<file path="src/rtl/spi_register_bridge_pkg.sv">
// Shared constants and state encoding for the SPI-to-register-file bridge.
package spi_register_bridge_pkg;

  localparam int SPI_RW_BIT   = 7;
  localparam int SPI_CMD_BITS = 8;

  typedef enum logic [1:0] {
    IDLE = 2'd0,
    CMD  = 2'd1,
    DATA = 2'd2,
    DONE = 2'd3
  } state_t;

endpackage

</file>
<file path="src/rtl/spi_register_bridge_if.sv">
// Register-file bus between the SPI bridge (master) and the register block (slave).
interface spi_register_bridge_if #(
  parameter int ADDR_WIDTH = 6,
  parameter int DATA_WIDTH = 32
);

  logic [ADDR_WIDTH-1:0] reg_address;
  logic [DATA_WIDTH-1:0] reg_wdata;
  logic                  reg_wvalid;
  logic                  reg_read;
  logic [DATA_WIDTH-1:0] reg_rdata;

  modport master (
    output reg_address,
    output reg_wdata,
    output reg_wvalid,
    output reg_read,
    input  reg_rdata
  );

  modport slave (
    input  reg_address,
    input  reg_wdata,
    input  reg_wvalid,
    input  reg_read,
    output reg_rdata
  );

endinterface

</file>
<file path="src/rtl/spi_register_bridge_sync.sv">
// Synchronises the SPI pins into the clk domain and detects sclk / cs_n edges.
module spi_input_sync #(
  parameter int SYNC_STAGES = 2
) (
  input  logic clk,
  input  logic rst,
  input  logic sclk,
  input  logic cs_n,
  input  logic mosi,
  output logic sclk_rise,
  output logic sclk_fall,
  output logic cs_fall,
  output logic cs_rise,
  output logic mosi_s
);

  logic [SYNC_STAGES-1:0] sclk_sync;
  logic [SYNC_STAGES-1:0] cs_sync;
  logic [SYNC_STAGES-1:0] mosi_sync;
  logic                   sclk_d;
  logic                   cs_d;

  // Reset to idle bus levels so leaving reset never fabricates an edge.
  always_ff @(posedge clk or posedge rst) begin
    if (rst) begin
      sclk_sync <= '0;
      cs_sync   <= '1;
      mosi_sync <= '0;
      sclk_d    <= 1'b0;
      cs_d      <= 1'b1;
    end else begin
      sclk_sync <= {sclk_sync[SYNC_STAGES-2:0], sclk};
      cs_sync   <= {cs_sync[SYNC_STAGES-2:0], cs_n};
      mosi_sync <= {mosi_sync[SYNC_STAGES-2:0], mosi};
      sclk_d    <= sclk_sync[SYNC_STAGES-1];
      cs_d      <= cs_sync[SYNC_STAGES-1];
    end
  end

  assign sclk_rise = sclk_sync[SYNC_STAGES-1] & ~sclk_d;
  assign sclk_fall = ~sclk_sync[SYNC_STAGES-1] & sclk_d;
  assign cs_rise   = cs_sync[SYNC_STAGES-1] & ~cs_d;
  assign cs_fall   = ~cs_sync[SYNC_STAGES-1] & cs_d;
  assign mosi_s    = mosi_sync[SYNC_STAGES-1];

endmodule

</file>
<file path="src/rtl/spi_register_bridge.sv">
// SPI mode-0 slave: 8-bit command plus DATA_WIDTH-bit data frame mapped onto the register-file bus.
module spi_register_bridge
  import spi_register_bridge_pkg::*;
#(
  parameter int ADDR_WIDTH  = 6,
  parameter int DATA_WIDTH  = 32,
  parameter int SYNC_STAGES = 2
) (
  input  logic                         clk,
  input  logic                         rst,
  input  logic                         spi_sclk,
  input  logic                         spi_cs_n,
  input  logic                         spi_mosi,
  output logic                         spi_miso,
  output logic                         spi_miso_oe,
  output logic                         busy,
  output logic                         frame_abort,
  spi_register_bridge_if.master        reg_bus
);

  localparam int CNT_W = $clog2(DATA_WIDTH);
  localparam logic [CNT_W-1:0] LAST_CMD  = CNT_W'(SPI_CMD_BITS - 1);
  localparam logic [CNT_W-1:0] LAST_DATA = CNT_W'(DATA_WIDTH - 1);

  logic sclk_rise, sclk_fall, cs_fall, cs_rise, mosi_s;

  state_t                state;
  logic [CNT_W-1:0]      bit_cnt;
  logic [DATA_WIDTH-2:0] rx_shift;
  logic [DATA_WIDTH-1:0] tx_shift;
  logic                  write_frame;
  logic                  first_fall;

  spi_input_sync #(.SYNC_STAGES(SYNC_STAGES)) u_sync (
    .clk       (clk),
    .rst       (rst),
    .sclk      (spi_sclk),
    .cs_n      (spi_cs_n),
    .mosi      (spi_mosi),
    .sclk_rise (sclk_rise),
    .sclk_fall (sclk_fall),
    .cs_fall   (cs_fall),
    .cs_rise   (cs_rise),
    .mosi_s    (mosi_s)
  );

  always_ff @(posedge clk or posedge rst) begin
    if (rst) begin
      state               <= IDLE;
      bit_cnt             <= '0;
      rx_shift            <= '0;
      tx_shift            <= '0;
      write_frame         <= 1'b0;
      first_fall          <= 1'b0;
      spi_miso            <= 1'b0;
      spi_miso_oe         <= 1'b0;
      busy                <= 1'b0;
      frame_abort         <= 1'b0;
      reg_bus.reg_address <= '0;
      reg_bus.reg_wdata   <= '0;
      reg_bus.reg_wvalid  <= 1'b0;
      reg_bus.reg_read    <= 1'b0;
    end else begin
      reg_bus.reg_wvalid <= 1'b0;
      reg_bus.reg_read   <= 1'b0;
      frame_abort        <= 1'b0;
      // cs_n release outranks everything, including a coincident final data bit.
      if (cs_rise && state != IDLE) begin
        state       <= IDLE;
        spi_miso    <= 1'b0;
        spi_miso_oe <= 1'b0;
        busy        <= 1'b0;
        frame_abort <= (state == CMD) || (state == DATA);
      end else begin
        case (state)
          IDLE: begin
            if (cs_fall) begin
              state       <= CMD;
              bit_cnt     <= '0;
              spi_miso    <= 1'b0;
              spi_miso_oe <= 1'b1;
              busy        <= 1'b1;
            end
          end
          CMD: begin
            if (sclk_rise) begin
              rx_shift <= {rx_shift[DATA_WIDTH-3:0], mosi_s};
              if (bit_cnt == LAST_CMD) begin
                reg_bus.reg_address <= {rx_shift[ADDR_WIDTH-2:0], mosi_s};
                write_frame         <= rx_shift[SPI_RW_BIT-1];
                first_fall          <= 1'b1;
                bit_cnt             <= '0;
                state               <= DATA;
              end else begin
                bit_cnt <= bit_cnt + CNT_W'(1);
              end
            end
          end
          DATA: begin
            if (sclk_rise) begin
              rx_shift <= {rx_shift[DATA_WIDTH-3:0], mosi_s};
              if (bit_cnt == LAST_DATA) begin
                state    <= DONE;
                spi_miso <= 1'b0;
                if (write_frame) begin
                  reg_bus.reg_wdata  <= {rx_shift, mosi_s};
                  reg_bus.reg_wvalid <= 1'b1;
                end else begin
                  reg_bus.reg_read <= 1'b1;
                end
              end else begin
                bit_cnt <= bit_cnt + CNT_W'(1);
              end
            end else if (sclk_fall && !write_frame) begin
              // First fall takes reg_rdata live; it has settled by then at the 8x clock ratio.
              if (first_fall) begin
                spi_miso   <= reg_bus.reg_rdata[DATA_WIDTH-1];
                tx_shift   <= {reg_bus.reg_rdata[DATA_WIDTH-2:0], 1'b0};
                first_fall <= 1'b0;
              end else begin
                spi_miso <= tx_shift[DATA_WIDTH-1];
                tx_shift <= {tx_shift[DATA_WIDTH-2:0], 1'b0};
              end
            end
          end
          DONE: begin
            spi_miso <= 1'b0;
          end
          default: state <= IDLE;
        endcase
      end
    end
  end

endmodule

</file>
<file path="src/flat_wrapper.sv">
// flat-port wrapper written by rule: the top's interface ports become plain ports
module spi_register_bridge_flat import spi_register_bridge_pkg::*;
#(
  parameter int ADDR_WIDTH  = 6,
  parameter int DATA_WIDTH  = 32,
  parameter int SYNC_STAGES = 2
)
  (clk, rst, spi_sclk, spi_cs_n, spi_mosi, spi_miso, spi_miso_oe, busy, frame_abort, reg_bus_reg_address, reg_bus_reg_wdata, reg_bus_reg_wvalid, reg_bus_reg_read, reg_bus_reg_rdata);
  spi_register_bridge_if #(.ADDR_WIDTH(ADDR_WIDTH), .DATA_WIDTH(DATA_WIDTH)) reg_bus_i ();
  input  logic clk;
  input  logic rst;
  input  logic spi_sclk;
  input  logic spi_cs_n;
  input  logic spi_mosi;
  output logic spi_miso;
  output logic spi_miso_oe;
  output logic busy;
  output logic frame_abort;
  output wire logic [$bits(reg_bus_i.reg_address)-1:0] reg_bus_reg_address;
  output wire logic [$bits(reg_bus_i.reg_wdata)-1:0] reg_bus_reg_wdata;
  output wire logic [$bits(reg_bus_i.reg_wvalid)-1:0] reg_bus_reg_wvalid;
  output wire logic [$bits(reg_bus_i.reg_read)-1:0] reg_bus_reg_read;
  input wire logic [$bits(reg_bus_i.reg_rdata)-1:0] reg_bus_reg_rdata;
  assign reg_bus_reg_address = reg_bus_i.reg_address;
  assign reg_bus_reg_wdata = reg_bus_i.reg_wdata;
  assign reg_bus_reg_wvalid = reg_bus_i.reg_wvalid;
  assign reg_bus_reg_read = reg_bus_i.reg_read;
  assign reg_bus_i.reg_rdata = reg_bus_reg_rdata;
  spi_register_bridge #(.ADDR_WIDTH(ADDR_WIDTH), .DATA_WIDTH(DATA_WIDTH), .SYNC_STAGES(SYNC_STAGES)) u_core (.clk(clk), .rst(rst), .spi_sclk(spi_sclk), .spi_cs_n(spi_cs_n), .spi_mosi(spi_mosi), .spi_miso(spi_miso), .spi_miso_oe(spi_miso_oe), .busy(busy), .frame_abort(frame_abort), .reg_bus(reg_bus_i));
endmodule
</file>
<file path="config.mk">
export PLATFORM = sky130hd
export DESIGN_NAME = spi_register_bridge_flat
export DESIGN_NICKNAME = d
export VERILOG_FILES = /design/src/rtl/spi_register_bridge_pkg.sv /design/src/rtl/spi_register_bridge_if.sv /design/src/rtl/spi_register_bridge_sync.sv /design/src/rtl/spi_register_bridge.sv /design/src/flat_wrapper.sv
export SDC_FILE = /design/constraint.sdc
export NUM_CORES = 1
export LEC_CHECK = 0
export CAP_MARGIN = 5
export CORE_UTILIZATION = 30
export DETAILED_ROUTE_END_ITERATION = 10
export SKIP_LAST_GASP = 1
export SLEW_MARGIN = 20
export SYNTH_ARGS = -nofsm -noshare
export SYNTH_HDL_FRONTEND = slang
export SYNTH_SLANG_ARGS = --single-unit
</file>
<file path="constraint.sdc">
create_clock -name clk -period 3.8 [get_ports clk]
set_clock_uncertainty 0.1 [all_clocks]
set_input_delay 0.76 -clock clk [delete_from_list [all_inputs] [get_ports clk]]
set_output_delay 0.76 -clock clk [all_outputs]
set_load 0.005 [all_outputs]
</file>
* Word-level counts from Yosys, hierarchy flattened *
Cells that the tools add are included.

operators by class
  add/sub/neg operators = 1
  eq/ne operators = 19
  mux-type cells = 40
  bitwise operators = 10
  reduce and logical (&&, ||, !) cells = 22

operators by type and width
  kind                                                                     number
  32-bit 2-to-1 mux                                                        1
  5-bit 2-to-1 mux                                                         5
  1-bit 2-to-1 mux                                                         24
  6-bit AND reduction                                                      3
  5-bit one-hot mux with 3 select lines                                    1
  2-bit 2-to-1 mux                                                         6
  4-bit AND reduction                                                      3
  3-bit by 1-bit inequality test with 1-bit output, second input constant  3
  2-bit inequality test, second input constant                             4
  2-bit nonzero test                                                       4
  4-bit nonzero test                                                       2
  2-bit by 1-bit inequality test with 1-bit output, second input constant  3
  3-bit by 2-bit inequality test with 1-bit output, second input constant  2
  1-bit NOT                                                                6
  2-bit one-hot mux with 3 select lines                                    1
  5-bit by 1-bit adder with 5-bit output, second input constant            1
  5-bit by 3-bit equality test with 1-bit output, second input constant    1
  5-bit equality test, second input constant                               1
  5-bit AND reduction                                                      1
  1-bit AND                                                                4
  2-bit equality test, second input constant                               2
  4-bit by 2-bit inequality test with 1-bit output, second input constant  1
  4-bit inequality test, second input constant                             1
  1-bit one-hot mux with 3 select lines                                    1
  other kinds (10)                                                         11

word-level totals
  register bits after elaboration = 123
  input bits = 37
  output and inout bits = 44
  logic and storage cells = 110

* Longest topological paths before layout *
  depth in word-level cells = 7
  mapped depth = 7
  mapped depth without buffers = 7

* Modules after synthesis *
A second synthesis with hierarchy kept.

second synthesis, totals
  cells, all modules = 392
  area total of the unflattened synthesis = 5285.1 µm²

modules (own cells, without submodules)
  module               instances  cells an instance  area each (µm²)  sequential area each (µm²)
  spi_register_bridge  1          379                5042.3           2852.7
  spi_input_sync       1          13                 242.7            203.9

* Least setup slack after synthesis *
No wires, ideal clock.

  path type = reg2reg
  start point = register u_core.bit_cnt[0]
  end point = register u_core.reg_bus.reg_wdata[10]
  library setup time = 0.125 ns
  arrival time = 1.748 ns
  data required time = 3.575 ns
  path slack = 1.827 ns
  stages on the path, launching flop included = 8
  buffers on the path = 1
  period minus slack after synthesis = 1.973 ns
  cell sequence = dfrtp_1 > ha_1 > and3_1 > ha_1 > and2_1 > nand4_4 > buf_6 > mux2_4

between the ends
  cells in the longest elaborated chain, start to end = 2

RTL lines
  item                                  line                          text
  start: declaration                    spi_register_bridge.sv:28     logic [CNT_W-1:0] bit_cnt;
  start signal: assignment              spi_register_bridge.sv:95     bit_cnt <= bit_cnt + CNT_W'(1);
  start signal: assignment              spi_register_bridge.sv:112    bit_cnt <= bit_cnt + CNT_W'(1);
  5-bit equality test                   spi_register_bridge.sv:102    if (bit_cnt == LAST_DATA) begin
  5-bit AND reduction (no source line)  n/a
  end signal: assignment                spi_register_bridge.sv:106    reg_bus.reg_wdata <= {rx_shift, mosi_s};
  end: declaration                      spi_register_bridge_if.sv:15  output reg_wdata,

Every way passes these cells.
A chain may end at the register's enable or synchronous reset.

* Final worst setup path *
  start point = register u_core.state[1]
  end point = register u_core.reg_bus.reg_wdata[30]

between the ends
  cells in the longest elaborated chain, start to end = 4
  elaborated cells on any way between the ends = 5
  classes of those cells = eq/ne (1); bitwise (1); reduce/logical (3)

RTL lines
  item                                      line                       text
  start: declaration                        spi_register_bridge.sv:27  state_t state;
  start signal: assignment                  spi_register_bridge.sv:49  state <= IDLE;
  start signal: assignment                  spi_register_bridge.sv:69  state <= IDLE;
  start signal: assignment                  spi_register_bridge.sv:78  state <= CMD;
  2-bit nonzero test                        spi_register_bridge.sv:68  if (cs_rise && state != IDLE) begin
  1-bit logical AND                         spi_register_bridge.sv:68
  1-bit NOT (no source line)                n/a
  5-bit AND reduction (no source line) (*)  n/a

Every way passes the cells marked *; elsewhere a longest branch is shown, timed or not.

==> metrics.txt <==
WL final 9.64 mm; Crit. End Element flop; Via density 4.45; Max clock buf depth 2; area grow syn2layout 30.7%; Hold WS 0.254 ns; CTS tree done; MaxCap Viol Count 0; Root Buffer Master clkbuf_16; Post-Syn Area 5180 µm²; starting density of the core 0.310; worst-path maximum fanout 33; gr ovfl total 0; CTS Buf Count 17; most frequent cells in the layout dfrtp_1, clkdlybuf4s50_1, mux2_1, nand2_1, o21ai_1; main flop type after synthesis dfrtp_1; I/O Pins 81; initial antenna violation count 0; wire length of the first global-routing pass 16.4 mm; Synth cell types 42; Layout Utilization 0.405; CP startpoint kind flop; area of the multi-input gates 1990 µm²; Post-DP HPWL 6.32 mm; part of the cycle the worst path needs 0.706; Peak VDD IR 0.356 mV; critical path required time 3.99 ns; Final nets 507; Rel. slew slack 0.391; post-layout instance count excluding filler cells 695; mean post-synth cell area 13.7 µm²; dpl cells 664; Synthesized Nets 422; cts hold-fix bufs 0; Hold Path Class reg -> reg; vias in the first global route 3227; CP arrival 2.87 ns; die outline width 133 µm; pin count of the biggest net entering global routing 86; Ant. Diodes 0; placed cell areas 6190 µm²; EDFF count, synth 0; via count 3091; post-cts resize count 0; status completed; final setup margin 1.12 ns; post-route minimum period 2.68 ns; Tot GR Track Use 0.119; Sink Count 122; DRC 0; Routed Antenna Nets 0; Final Instance Area 6770 µm²; PortBufs 80; H-tree depth 4; Setup violations, final 0; CP max-delay cell nand4_4; ys async rst share 1.00; commonest non-fill, non-tap cell in the layout dfrtp_1; DR pass1 iterations 4; pwr/cell area 579 nW/µm²; Seq. cell area 3060 µm²; Critical Setup Path Class reg -> reg; post-synthesis sequential area ratio 0.590; final hold vios 0; die height 133 µm; Final GP Congestion 0.795; Cells after Synth 378; max-slew violations 0; pre-CTS setup slack 1.09 ns; crit path cell chain inv_1 > ha_1 > nand3b_2 > nand4_4 > mux2_1; core area 16700 µm²; main area contributors after synthesis dfrtp_1, mux2_1, mux2_4; layout cells sized above 1 0.166; routed length per instance 13.9 µm; measured slew at the worst slew-check pin 0.914 ns; Std-Cell Rows 47; post-CTS setup buffers 0; Critical Path Max Stage Delay 0.68 ns; DR iter-0 viols 73; total die area 17800 µm²; RSZ-0062 raised after global routing false; FILL cells 1565; #FFs+latches synth 122; Post-Route Setup TNS 0 ns; Leak 3.14 nW; synthesis warning total 0; fmax 0.373 GHz; Synth top area share 0.575; Skew-Pair Late Insertion Delay 0.41 ns; Reg clk slew, reported paths 0.06 ns; Tot Pwr 3.92 mW; area leader, netlist dfrtp_1
critical path, delay by kind of cell, from the launching register on:
family	cells	cell delay, ns
flip-flops	1	0.45
AND/OR/NAND/NOR	2	0.93
buffers and inverters	1	0.14
multiplexers	1	0.59
adder cells (fa/ha/maj)	1	0.32
power by group:
group | switching, mW | internal [mW] | total [mW]
registers | 0.147 | 1.54 | 1.69
clock network | 0.567 | 0.963 | 1.53
logic | 0.369 | 0.333 | 0.702
total | 1.08 | 2.83 | 3.92
layer usage:
layer / GRT usage / routed length [µm]
met1: 0.157 / 4690
met2: 0.176 / 4240
met3: 0.0373 / 475
met4: 0.0619 / 228
met5: 0 / 0
cells by family after synthesis:
group / synth area share
AO/OA/AOI/OAI: 0.0633
adder cells (fa/ha/maj): 0.0169
buffers and inverters: 0.0261
flip-flops: 0.590
multiplexers: 0.238
AND/OR/NAND/NOR: 0.0657
sequential cells by signal, indices dropped and copies added (netlist names), 2 cells and up:
register / cells
u_core.u_sync.cs_sync: 2
u_core.tx_shift: 31
u_core.reg_bus.reg_address: 6
u_core.bit_cnt: 5
u_core.u_sync.mosi_sync: 2
u_core.rx_shift: 31
u_core.state: 2
u_core.reg_bus.reg_wdata: 32
u_core.u_sync.sclk_sync: 2
cell type report:
cell class,count,share of cell area
Sequential cell,122,0.452
Multi-Input combinational cell,232,0.294
Timing Repair Buffer,84,0.125
Clock buffer,21,0.0710
Tap cell,220,0.0407
Clock inverter,10,0.0137
Inverter,6,0.00388
synthesized netlist by cell type, drive strengths merged, types with 3 or more instances:
library cell and instances:
a21oi 3, a22o 5, buf 14, clkbuf 4
dfrtp 119, dfstp 3, ha 7, inv 6
mux2 72, mux2i 31, nand2 37, nand3 4
nor2 7, nor3b 4, o21ai 40
worst paths after layout:
kind | from | to | slack, ns | depth (start not counted)
worst max-delay path | u_core.state[1] | u_core.reg_bus.reg_wdata[30] | 1.12 | 5
worst min-delay path | u_core.u_sync.cs_sync[0] | u_core.u_sync.cs_sync[1] | 0.25 | 0
worst max register to register | u_core.state[1] | u_core.reg_bus.reg_wdata[30] | 1.12 | 5
worst min register to register | u_core.u_sync.cs_sync[0] | u_core.u_sync.cs_sync[1] | 0.25 | 0
max in group asynchronous | rst | u_core.first_fall | 2.46 | 3
min in group asynchronous | rst | u_core.tx_shift[25] | 0.73 | 3
Note: power is estimated with default switching activity, not from simulation.
